--- src/rtl/adder_share_sched_if.sv ---
// adder_share_sched_if
// Bundles the requester and response handshakes of the shared-adder
// scheduler. The requester/consumer side uses the master modport and the
// scheduler uses the slave modport.
//   req_valid / req_ready : per-requester request handshake (ready is one-hot or zero)
//   req_a / req_b         : packed operands, requester k at [k*OP_WIDTH +: OP_WIDTH]
//   rsp_valid / rsp_ready : single response handshake
//   rsp_id                : index of the requester that owns the response
//   rsp_sum / rsp_carry   : result modulo 2^OP_WIDTH and carry out of the MSB
interface adder_share_sched_if #(
  parameter int NUM_REQ  = 4,
  parameter int OP_WIDTH = 32,
  parameter int ID_WIDTH = $clog2(NUM_REQ)
);
  logic [NUM_REQ-1:0]          req_valid;
  logic [NUM_REQ-1:0]          req_ready;
  logic [NUM_REQ*OP_WIDTH-1:0] req_a;
  logic [NUM_REQ*OP_WIDTH-1:0] req_b;
  logic                        rsp_valid;
  logic                        rsp_ready;
  logic [ID_WIDTH-1:0]         rsp_id;
  logic [OP_WIDTH-1:0]         rsp_sum;
  logic                        rsp_carry;

  modport master (
    output req_valid, req_a, req_b, rsp_ready,
    input  req_ready, rsp_valid, rsp_id, rsp_sum, rsp_carry
  );

  modport slave (
    input  req_valid, req_a, req_b, rsp_ready,
    output req_ready, rsp_valid, rsp_id, rsp_sum, rsp_carry
  );
endinterface

--- src/rtl/adder_share_sched.sv ---
// prefix_adder
// Kogge-Stone parallel-prefix adder.
//   operand_a, operand_b : ADDER_WIDTH-bit addends
//   sum_stage            : ADDER_WIDTH-bit sum
//   carry_bka            : carry out of the MSB
// CARRY_NO selects a constant carry-in below bit 0 (0 or nonzero for 1).
module prefix_adder #(
  parameter int ADDER_WIDTH = 17,
  parameter int CARRY_NO    = 0
) (
  input  logic [ADDER_WIDTH-1:0] operand_a,
  input  logic [ADDER_WIDTH-1:0] operand_b,
  output logic [ADDER_WIDTH-1:0] sum_stage,
  output logic                   carry_bka
);
  localparam int  W      = ADDER_WIDTH;
  localparam int  LEVELS = (W > 1) ? $clog2(W) : 0;
  localparam logic CIN   = (CARRY_NO != 0);

  // Level l holds group generate/propagate spanning 2^l bits ending at bit i.
  logic [LEVELS:0][W-1:0] g_lvl;
  logic [LEVELS:0][W-1:0] p_lvl;
  logic [W:0]             carry;

  assign g_lvl[0] = operand_a & operand_b;
  assign p_lvl[0] = operand_a ^ operand_b;

  genvar l, i;
  generate
    for (l = 1; l <= LEVELS; l++) begin : g_level
      for (i = 0; i < W; i++) begin : g_bit
        if (i >= (1 << (l - 1))) begin : g_merge
          assign g_lvl[l][i] = g_lvl[l-1][i] |
                               (p_lvl[l-1][i] & g_lvl[l-1][i - (1 << (l - 1))]);
          assign p_lvl[l][i] = p_lvl[l-1][i] & p_lvl[l-1][i - (1 << (l - 1))];
        end else begin : g_pass
          assign g_lvl[l][i] = g_lvl[l-1][i];
          assign p_lvl[l][i] = p_lvl[l-1][i];
        end
      end
    end
  endgenerate

  assign carry[0]   = CIN;
  assign carry[W:1] = g_lvl[LEVELS] | (p_lvl[LEVELS] & {W{CIN}});
  assign sum_stage  = p_lvl[0] ^ carry[W-1:0];
  assign carry_bka  = carry[W];
endmodule

// adder_share_sched
// Time-shares one prefix adder between NUM_REQ requesters. Each accepted
// operation is added CHUNK_WIDTH bits per cycle, LSB chunk first, with the
// inter-chunk carry held in a register, then presented on the response port
// until consumed. Requesters are served round-robin.
//   clk, rst : clock and asynchronous active-high reset
//   bus      : request/response handshakes (slave modport)
//   busy     : high while an operation is running or awaiting consumption
//
// state | meaning
// IDLE  | waiting for any req_valid; grants and captures operands
// RUN   | one chunk added per cycle, WORDS cycles total
// RESP  | result presented on rsp_*, held until rsp_ready
module adder_share_sched #(
  parameter int NUM_REQ     = 4,
  parameter int CHUNK_WIDTH = 16,
  parameter int WORDS       = 2
) (
  input  logic                  clk,
  input  logic                  rst,
  adder_share_sched_if.slave    bus,
  output logic                  busy
);
  localparam int OP_WIDTH = CHUNK_WIDTH * WORDS;
  localparam int ID_W     = $clog2(NUM_REQ);
  localparam int CIDX_W   = (WORDS > 1) ? $clog2(WORDS) : 1;

  typedef enum logic [1:0] {
    IDLE = 2'd0,
    RUN  = 2'd1,
    RESP = 2'd2
  } state_t;

  state_t state_q, state_d;

  logic [ID_W-1:0]        last_grant;
  logic [ID_W-1:0]        id_q;
  logic [CIDX_W-1:0]      chunk_idx;
  logic                   carry_q;
  logic                   rsp_carry_q;
  logic [CHUNK_WIDTH-1:0] a_words   [WORDS];
  logic [CHUNK_WIDTH-1:0] b_words   [WORDS];
  logic [CHUNK_WIDTH-1:0] sum_words [WORDS];

  logic [OP_WIDTH-1:0]    a_arr [NUM_REQ];
  logic [OP_WIDTH-1:0]    b_arr [NUM_REQ];
  logic [OP_WIDTH-1:0]    a_sel;
  logic [OP_WIDTH-1:0]    b_sel;

  logic                   grant_found;
  logic [ID_W-1:0]        grant_idx;
  logic                   accept;
  logic                   last_chunk;
  logic [NUM_REQ-1:0]     ready_c;
  logic                   rsp_valid_c;
  logic                   busy_c;

  logic [CHUNK_WIDTH:0]   add_a;
  logic [CHUNK_WIDTH:0]   add_b;
  logic [CHUNK_WIDTH:0]   add_sum;
  logic                   add_cout;
  logic                   sum_lsb_unused;

  // Unpack requester operand slices so selection is a plain array index.
  genvar k, w;
  generate
    for (k = 0; k < NUM_REQ; k++) begin : g_unpack
      assign a_arr[k] = bus.req_a[k*OP_WIDTH +: OP_WIDTH];
      assign b_arr[k] = bus.req_b[k*OP_WIDTH +: OP_WIDTH];
    end
    for (w = 0; w < WORDS; w++) begin : g_pack
      assign bus.rsp_sum[w*CHUNK_WIDTH +: CHUNK_WIDTH] = sum_words[w];
    end
  endgenerate

  assign a_sel = a_arr[grant_idx];
  assign b_sel = b_arr[grant_idx];

  // Round-robin: search upward from last_grant+1, wrapping, so the
  // requester just served is considered last.
  always_comb begin
    int cand;
    cand        = 0;
    grant_found = 1'b0;
    grant_idx   = '0;
    for (int n = 1; n <= NUM_REQ; n++) begin
      cand = (int'(last_grant) + n) % NUM_REQ;
      if (!grant_found && bus.req_valid[ID_W'(cand)]) begin
        grant_found = 1'b1;
        grant_idx   = ID_W'(cand);
      end
    end
  end

  assign last_chunk = (chunk_idx == CIDX_W'(WORDS - 1));

  always_ff @(posedge clk or posedge rst) begin
    if (rst) begin
      state_q <= IDLE;
    end else begin
      state_q <= state_d;
    end
  end

  always_comb begin
    state_d     = state_q;
    ready_c     = '0;
    rsp_valid_c = 1'b0;
    busy_c      = 1'b0;
    accept      = 1'b0;
    case (state_q)
      IDLE: begin
        if (grant_found) begin
          ready_c = NUM_REQ'(1) << grant_idx;
          accept  = 1'b1;
          state_d = RUN;
        end
      end
      RUN: begin
        busy_c = 1'b1;
        if (last_chunk) begin
          state_d = RESP;
        end
      end
      RESP: begin
        busy_c      = 1'b1;
        rsp_valid_c = 1'b1;
        if (bus.rsp_ready) begin
          state_d = IDLE;
        end
      end
      default: begin
        state_d = IDLE;
      end
    endcase
  end

  // While reset is held the FSM sits in IDLE; keep the grant off so no
  // requester sees a phantom accept.
  assign bus.req_ready = ready_c & {NUM_REQ{~rst}};
  assign bus.rsp_valid = rsp_valid_c;
  assign bus.rsp_id    = id_q;
  assign bus.rsp_carry = rsp_carry_q;
  assign busy          = busy_c;

  // The constant 1 in bit 0 of operand_a, paired with carry_q in operand_b,
  // makes bit 0 generate exactly carry_q, injecting the chunk carry-in.
  assign add_a = {a_words[chunk_idx], 1'b1};
  assign add_b = {b_words[chunk_idx], carry_q};

  prefix_adder #(
    .ADDER_WIDTH (CHUNK_WIDTH + 1),
    .CARRY_NO    (0)
  ) u_adder (
    .operand_a (add_a),
    .operand_b (add_b),
    .sum_stage (add_sum),
    .carry_bka (add_cout)
  );

  assign sum_lsb_unused = add_sum[0];

  always_ff @(posedge clk or posedge rst) begin
    if (rst) begin
      for (int i = 0; i < WORDS; i++) begin
        a_words[i]   <= '0;
        b_words[i]   <= '0;
        sum_words[i] <= '0;
      end
      carry_q     <= 1'b0;
      rsp_carry_q <= 1'b0;
      id_q        <= '0;
      chunk_idx   <= '0;
      last_grant  <= ID_W'(NUM_REQ - 1);
    end else begin
      if (accept) begin
        for (int i = 0; i < WORDS; i++) begin
          a_words[i] <= a_sel[i*CHUNK_WIDTH +: CHUNK_WIDTH];
          b_words[i] <= b_sel[i*CHUNK_WIDTH +: CHUNK_WIDTH];
        end
        id_q       <= grant_idx;
        last_grant <= grant_idx;
        chunk_idx  <= '0;
        carry_q    <= 1'b0;
      end
      if (state_q == RUN) begin
        sum_words[chunk_idx] <= add_sum[CHUNK_WIDTH:1];
        carry_q              <= add_cout;
        chunk_idx            <= chunk_idx + 1'b1;
        if (last_chunk) begin
          rsp_carry_q <= add_cout;
        end
      end
    end
  end
endmodule

--- src/flat_wrapper.sv ---
// flat-port wrapper written by rule: the top's interface ports become plain ports
module adder_share_sched_flat 
#(
  parameter int NUM_REQ     = 4,
  parameter int CHUNK_WIDTH = 16,
  parameter int WORDS       = 2
)
  (clk, rst, busy, bus_req_valid, bus_req_a, bus_req_b, bus_rsp_ready, bus_req_ready, bus_rsp_valid, bus_rsp_id, bus_rsp_sum, bus_rsp_carry);
  adder_share_sched_if #(.NUM_REQ(NUM_REQ), .OP_WIDTH(((16) * WORDS))) bus_i ();
  input  logic clk;
  input  logic rst;
  output logic busy;
  input wire logic [$bits(bus_i.req_valid)-1:0] bus_req_valid;
  input wire logic [$bits(bus_i.req_a)-1:0] bus_req_a;
  input wire logic [$bits(bus_i.req_b)-1:0] bus_req_b;
  input wire logic [$bits(bus_i.rsp_ready)-1:0] bus_rsp_ready;
  output wire logic [$bits(bus_i.req_ready)-1:0] bus_req_ready;
  output wire logic [$bits(bus_i.rsp_valid)-1:0] bus_rsp_valid;
  output wire logic [$bits(bus_i.rsp_id)-1:0] bus_rsp_id;
  output wire logic [$bits(bus_i.rsp_sum)-1:0] bus_rsp_sum;
  output wire logic [$bits(bus_i.rsp_carry)-1:0] bus_rsp_carry;
  assign bus_i.req_valid = bus_req_valid;
  assign bus_i.req_a = bus_req_a;
  assign bus_i.req_b = bus_req_b;
  assign bus_i.rsp_ready = bus_rsp_ready;
  assign bus_req_ready = bus_i.req_ready;
  assign bus_rsp_valid = bus_i.rsp_valid;
  assign bus_rsp_id = bus_i.rsp_id;
  assign bus_rsp_sum = bus_i.rsp_sum;
  assign bus_rsp_carry = bus_i.rsp_carry;
  adder_share_sched #(.NUM_REQ(NUM_REQ), .CHUNK_WIDTH(CHUNK_WIDTH), .WORDS(WORDS)) u_core (.clk(clk), .rst(rst), .bus(bus_i), .busy(busy));
endmodule
--- config.mk ---
export PLATFORM = sky130hd
export DESIGN_NAME = adder_share_sched_flat
export DESIGN_NICKNAME = d
export VERILOG_FILES = /design/src/rtl/adder_share_sched_if.sv /design/src/rtl/adder_share_sched.sv /design/src/flat_wrapper.sv
export SDC_FILE = /design/constraint.sdc
export NUM_CORES = 1
export LEC_CHECK = 0
export CAP_MARGIN = 10
export CORE_ASPECT_RATIO = 1.75
export CORE_UTILIZATION = 35
export DETAILED_ROUTE_END_ITERATION = 12
export PLACE_DENSITY = 0.69
export SLEW_MARGIN = 20
export SYNTH_ARGS = -nofsm -noshare
export SYNTH_HDL_FRONTEND = slang
export SYNTH_SLANG_ARGS = --single-unit
export TNS_END_PERCENT = 20
--- constraint.sdc ---
create_clock -name clk -period 4.1 [get_ports clk]
set_input_delay 0.41 -clock clk [delete_from_list [all_inputs] [get_ports clk]]
set_output_delay 0.41 -clock clk [all_outputs]
set_load 0.02 [all_outputs]
==> impl_metrics.yaml <==
detailed_routing:
  first_pass_iters: 4
  wire_per_inst_um: 18.92
  routed_wl_um: 22690
  drc: 0
  antenna_left: 0
  drt_first_iter_violations: 277
  viasPerCell: 5.127
  via_count: 6147
setup_path:
  reg2reg_from: "u_core.chunk_idx$_DFFE_PP0P_"
  crit_fanout: 24
  arrival_ns: 3.39
  crit_start: "u_core.chunk_idx$_DFFE_PP0P_"
  startpoint_type: "register"
  path_class: "reg2reg"
  cp.required_ns: 4.28
  end_kind: "register"
pwr:
  power_frac_seq_pct: 25.3
  vdd_drop_max_v: 0.0003815
  static-leakage-power_uw: 0.004503
  p_sw_share_pct: 43.30
  power_switching_uw: 3370
  clockPowerShare_pct: 10.9
  power_density_nw_per_um2: 745.1
  p_int_uw: 4413
  p_comb_share_pct: 63.8
clocking:
  cts_buffer_depth: 2
  cts.clk_slew.worst_paths_ns: 0.07
  clock-root-buffer: "clkbuf_16"
  cts_buffers: 9
  cts_resized: 0
  clk_latency_ns: 0.35
  hold_buffers: 0
  cts_tree: "yes"
  h-tree-depth: 3
  postCtsSetupRepairBufs: 0
  clock_sinks: 105
final_layout:
  final_nets: 1238
  drive_gt1_share_pct: 13.67
  areaGrowthSynthToFinish_pct: 51.56
  fin_cells: 1199
  diodes: 0
logic_synthesis:
  ys_types: 47
  synth-seq-cells: 105
  synth_xor_area_share_pct: 1.525
  synthMuxAreaShare_pct: 25.69
  synth_nets: 958
  syn_area_um2: 6892
  synth_top_family_by_area: "multiplexers"
  synthSimpleGateAreaFrac_pct: 9.386
  syn_area_per_cell_um2: 10.24
  ys_warn_count: 0
  synth-compound-area-share_pct: 17.10
  ys.flop_type: "dfrtp_1"
  synth-seq-area-share_pct: 38.16
  synth_edf_count: 0
  ys_async_sr_fraction_pct: 100.0
  synth_adder_area_share_pct: 4.103
  netlist_instances: 673
floorplanning:
  die_area_um2: 20280
  pin_count: 304
  fp.dieH_um: 187.6
  coreArea_um2: 19200
  start_util_pct: 35.90
  rows: 67
  fp.dieW_um: 108.1
timing:
  rsz0062_at_grt: "no"
  fmax_mhz: 311.7
  timing_hold_violations_final: 0
  finalClockSkew_ns: 0.01402
  slew_violations: 0
  slew_headroom_pct: 34.64
  finalCritPeriodShare_pct: 78.26
  worstMarginPinSlew_ns: 0.9780
  setup_violations: 0
  tns_ns: 0
  finalCriticalPeriod_ns: 3.209
placed_design:
  place.gp.congestion: 0.8712
  dp_hpwl_um: 18300
  place.port_buffers: 303
  place_inst: 1183
grt:
  grt.met3_usage_pct: 2.468
  grt_pass1_wl_um: 34690
  globalRouteOverflowTotal: 0
  busiest_layer: "met2"
  antenna_found_initial: 0
  grt_max_degree: 68
  use_met2_pct: 42.50
  grt_pass1_vias: 6344
  gr-usage-all-layers_pct: 22.72
  use_met1_pct: 26.31
min_path:
  min_path_type: "reg2reg"
  hp-start: "u_core.bus.rsp_sum[11]$_DFFE_PP0P_"
job:
  maxCapViolCount: 0
outcome:
  status: "complete, no violations"
per-stage QoR:
step	hold WS (ns)	setup slack, ns	utilization [%]	area (um2)	total power [uW]
after floorplan	0.4741	0.9328	-	6892	5335
after global placement	0.4596	0.9654	52.89	10150	6916
final	0.4762	0.8913	54.41	10450	7782
after global routing	0.5073	0.6810	54.41	10450	8376
after CTS	0.4864	0.8727	54.41	10450	7830
after detailed placement	0.4700	0.8861	52.89	10150	6959
power groups by stage:
| stage | clock (uW) | combinational, uW | sequential [uW] |
|---|---|---|---|
| after CTS | 866 | 4990 | 1980 |
| after global routing | 902 | 5440 | 2030 |
| after global placement | 0 | 4930 | 1990 |
| final | 846 | 4970 | 1970 |
| after floorplan | 0 | 3350 | 1990 |
| after detailed placement | 0 | 4970 | 1990 |
routing by layer:
metal | vias to the layer above | wire, um
met5 | - | 0
met4 | 0 | 485
met3 | 28 | 733
met2 | 200 | 12570
met1 | 2870 | 8895
li1 | 3049 | -
cells by family (layout without fill, tap and decap cells):
group,Yosys count,count (layout)
mux,161,161
simple gates,157,157
compound gates,154,154
flops,105,105
buf+inv,62,347
fa+ha+maj,22,22
xor+xnor,12,12
sequential cells by signal (all words and copies together), names as in the netlist:
register / count
u_core.chunk_idx: 1
u_core.a_words: 32
u_core.b_words: 32
u_core.bus.rsp_carry: 1
u_core.bus.rsp_id: 2
u_core.state_q: 2
u_core.bus.rsp_sum: 32
u_core.last_grant: 2
u_core.carry_q: 1
placed cells by master (no fill, tap or decap), drive strengths merged, types with 3 or more instances in the layout:
| master | count |
|---|---|
| clkbuf | 12 |
| xor2 | 6 |
| nor2b | 4 |
| a21o | 3 |
| inv | 16 |
| dfrtp | 103 |
| nor2 | 78 |
| nand3 | 5 |
| ha | 21 |
| o21a | 3 |
| clkdlybuf4s50 | 303 |
| o21ai | 39 |
| mux2i | 67 |
| a21oi | 22 |
| nand2 | 52 |
| mux2 | 94 |
| xnor2 | 6 |
| a31oi | 4 |
| nor3 | 3 |
| buf | 14 |
| nand2b | 6 |
| a221o | 64 |
| and2 | 4 |
critical path: stages (launching register included):
cell	delay, ns
dfrtp_2	0.72
buf_4	0.33
mux2i_1	0.38
inv_1	0.08
ha_1	0.28
a21o_1	0.13
nand3_1	0.14
a2111o_1	0.50
a31oi_1	0.19
xnor2_1	0.15
o21ai_0	0.12
synth_stat cells (2+ instances only):
master / count / area, um2
a211oi_1: 2 / 15.01
a21o_1: 3 / 22.52
a21oi_1: 22 / 110.1
a221o_1: 64 / 640.6
a31oi_1: 4 / 25.02
a41o_1: 2 / 20.02
and2_1: 4 / 25.02
and3_1: 2 / 12.51
buf_1: 6 / 22.52
buf_2: 15 / 75.07
buf_6: 3 / 33.78
clkbuf_1: 23 / 86.33
dfrtp_1: 103 / 2577
dfstp_2: 2 / 52.55
ha_1: 21 / 262.8
inv_1: 14 / 52.55
mux2_2: 82 / 923.4
mux2_4: 11 / 165.2
mux2i_1: 67 / 670.6
nand2_1: 52 / 195.2
nand2b_1: 6 / 37.54
nand3_1: 5 / 25.02
nor2_1: 78 / 292.8
nor2b_1: 4 / 25.02
nor3_1: 3 / 15.01
o211ai_1: 2 / 15.01
o21a_1: 3 / 22.52
o21ai_0: 39 / 195.2
o2bb2ai_1: 2 / 17.52
o31ai_1: 2 / 15.01
xnor2_1: 6 / 52.55
xor2_1: 6 / 52.55
path summary, 6_finish.rpt:
path | to | slack, ns | cells past startpoint
setup / recovery | u_core.bus.rsp_sum[30]$_DFFE_PP0P_ | 0.89 | 10
hold / removal | u_core.bus.rsp_sum[11]$_DFFE_PP0P_ | 0.48 | 2
setup reg to reg | u_core.bus.rsp_sum[30]$_DFFE_PP0P_ | 0.89 | 10
hold reg to reg | u_core.bus.rsp_sum[11]$_DFFE_PP0P_ | 0.48 | 2
max in group asynchronous | u_core.b_words[29]$_DFFE_PP0P_ | 2.68 | 3
min in group asynchronous | u_core.a_words[31]$_DFFE_PP0P_ | 0.59 | 2
layout make-up:
type,instances,area [um2]
Multi-Input combinational cell,506,4003
Sequential cell,105,2631
Fill cell,1753,8752
Inverter,14,55.05
Clock inverter,4,35.03
Clock buffer,12,256.5
Tap cell,241,301.5
Timing Repair Buffer,317,3163
(Power assumes the default switching activity.)
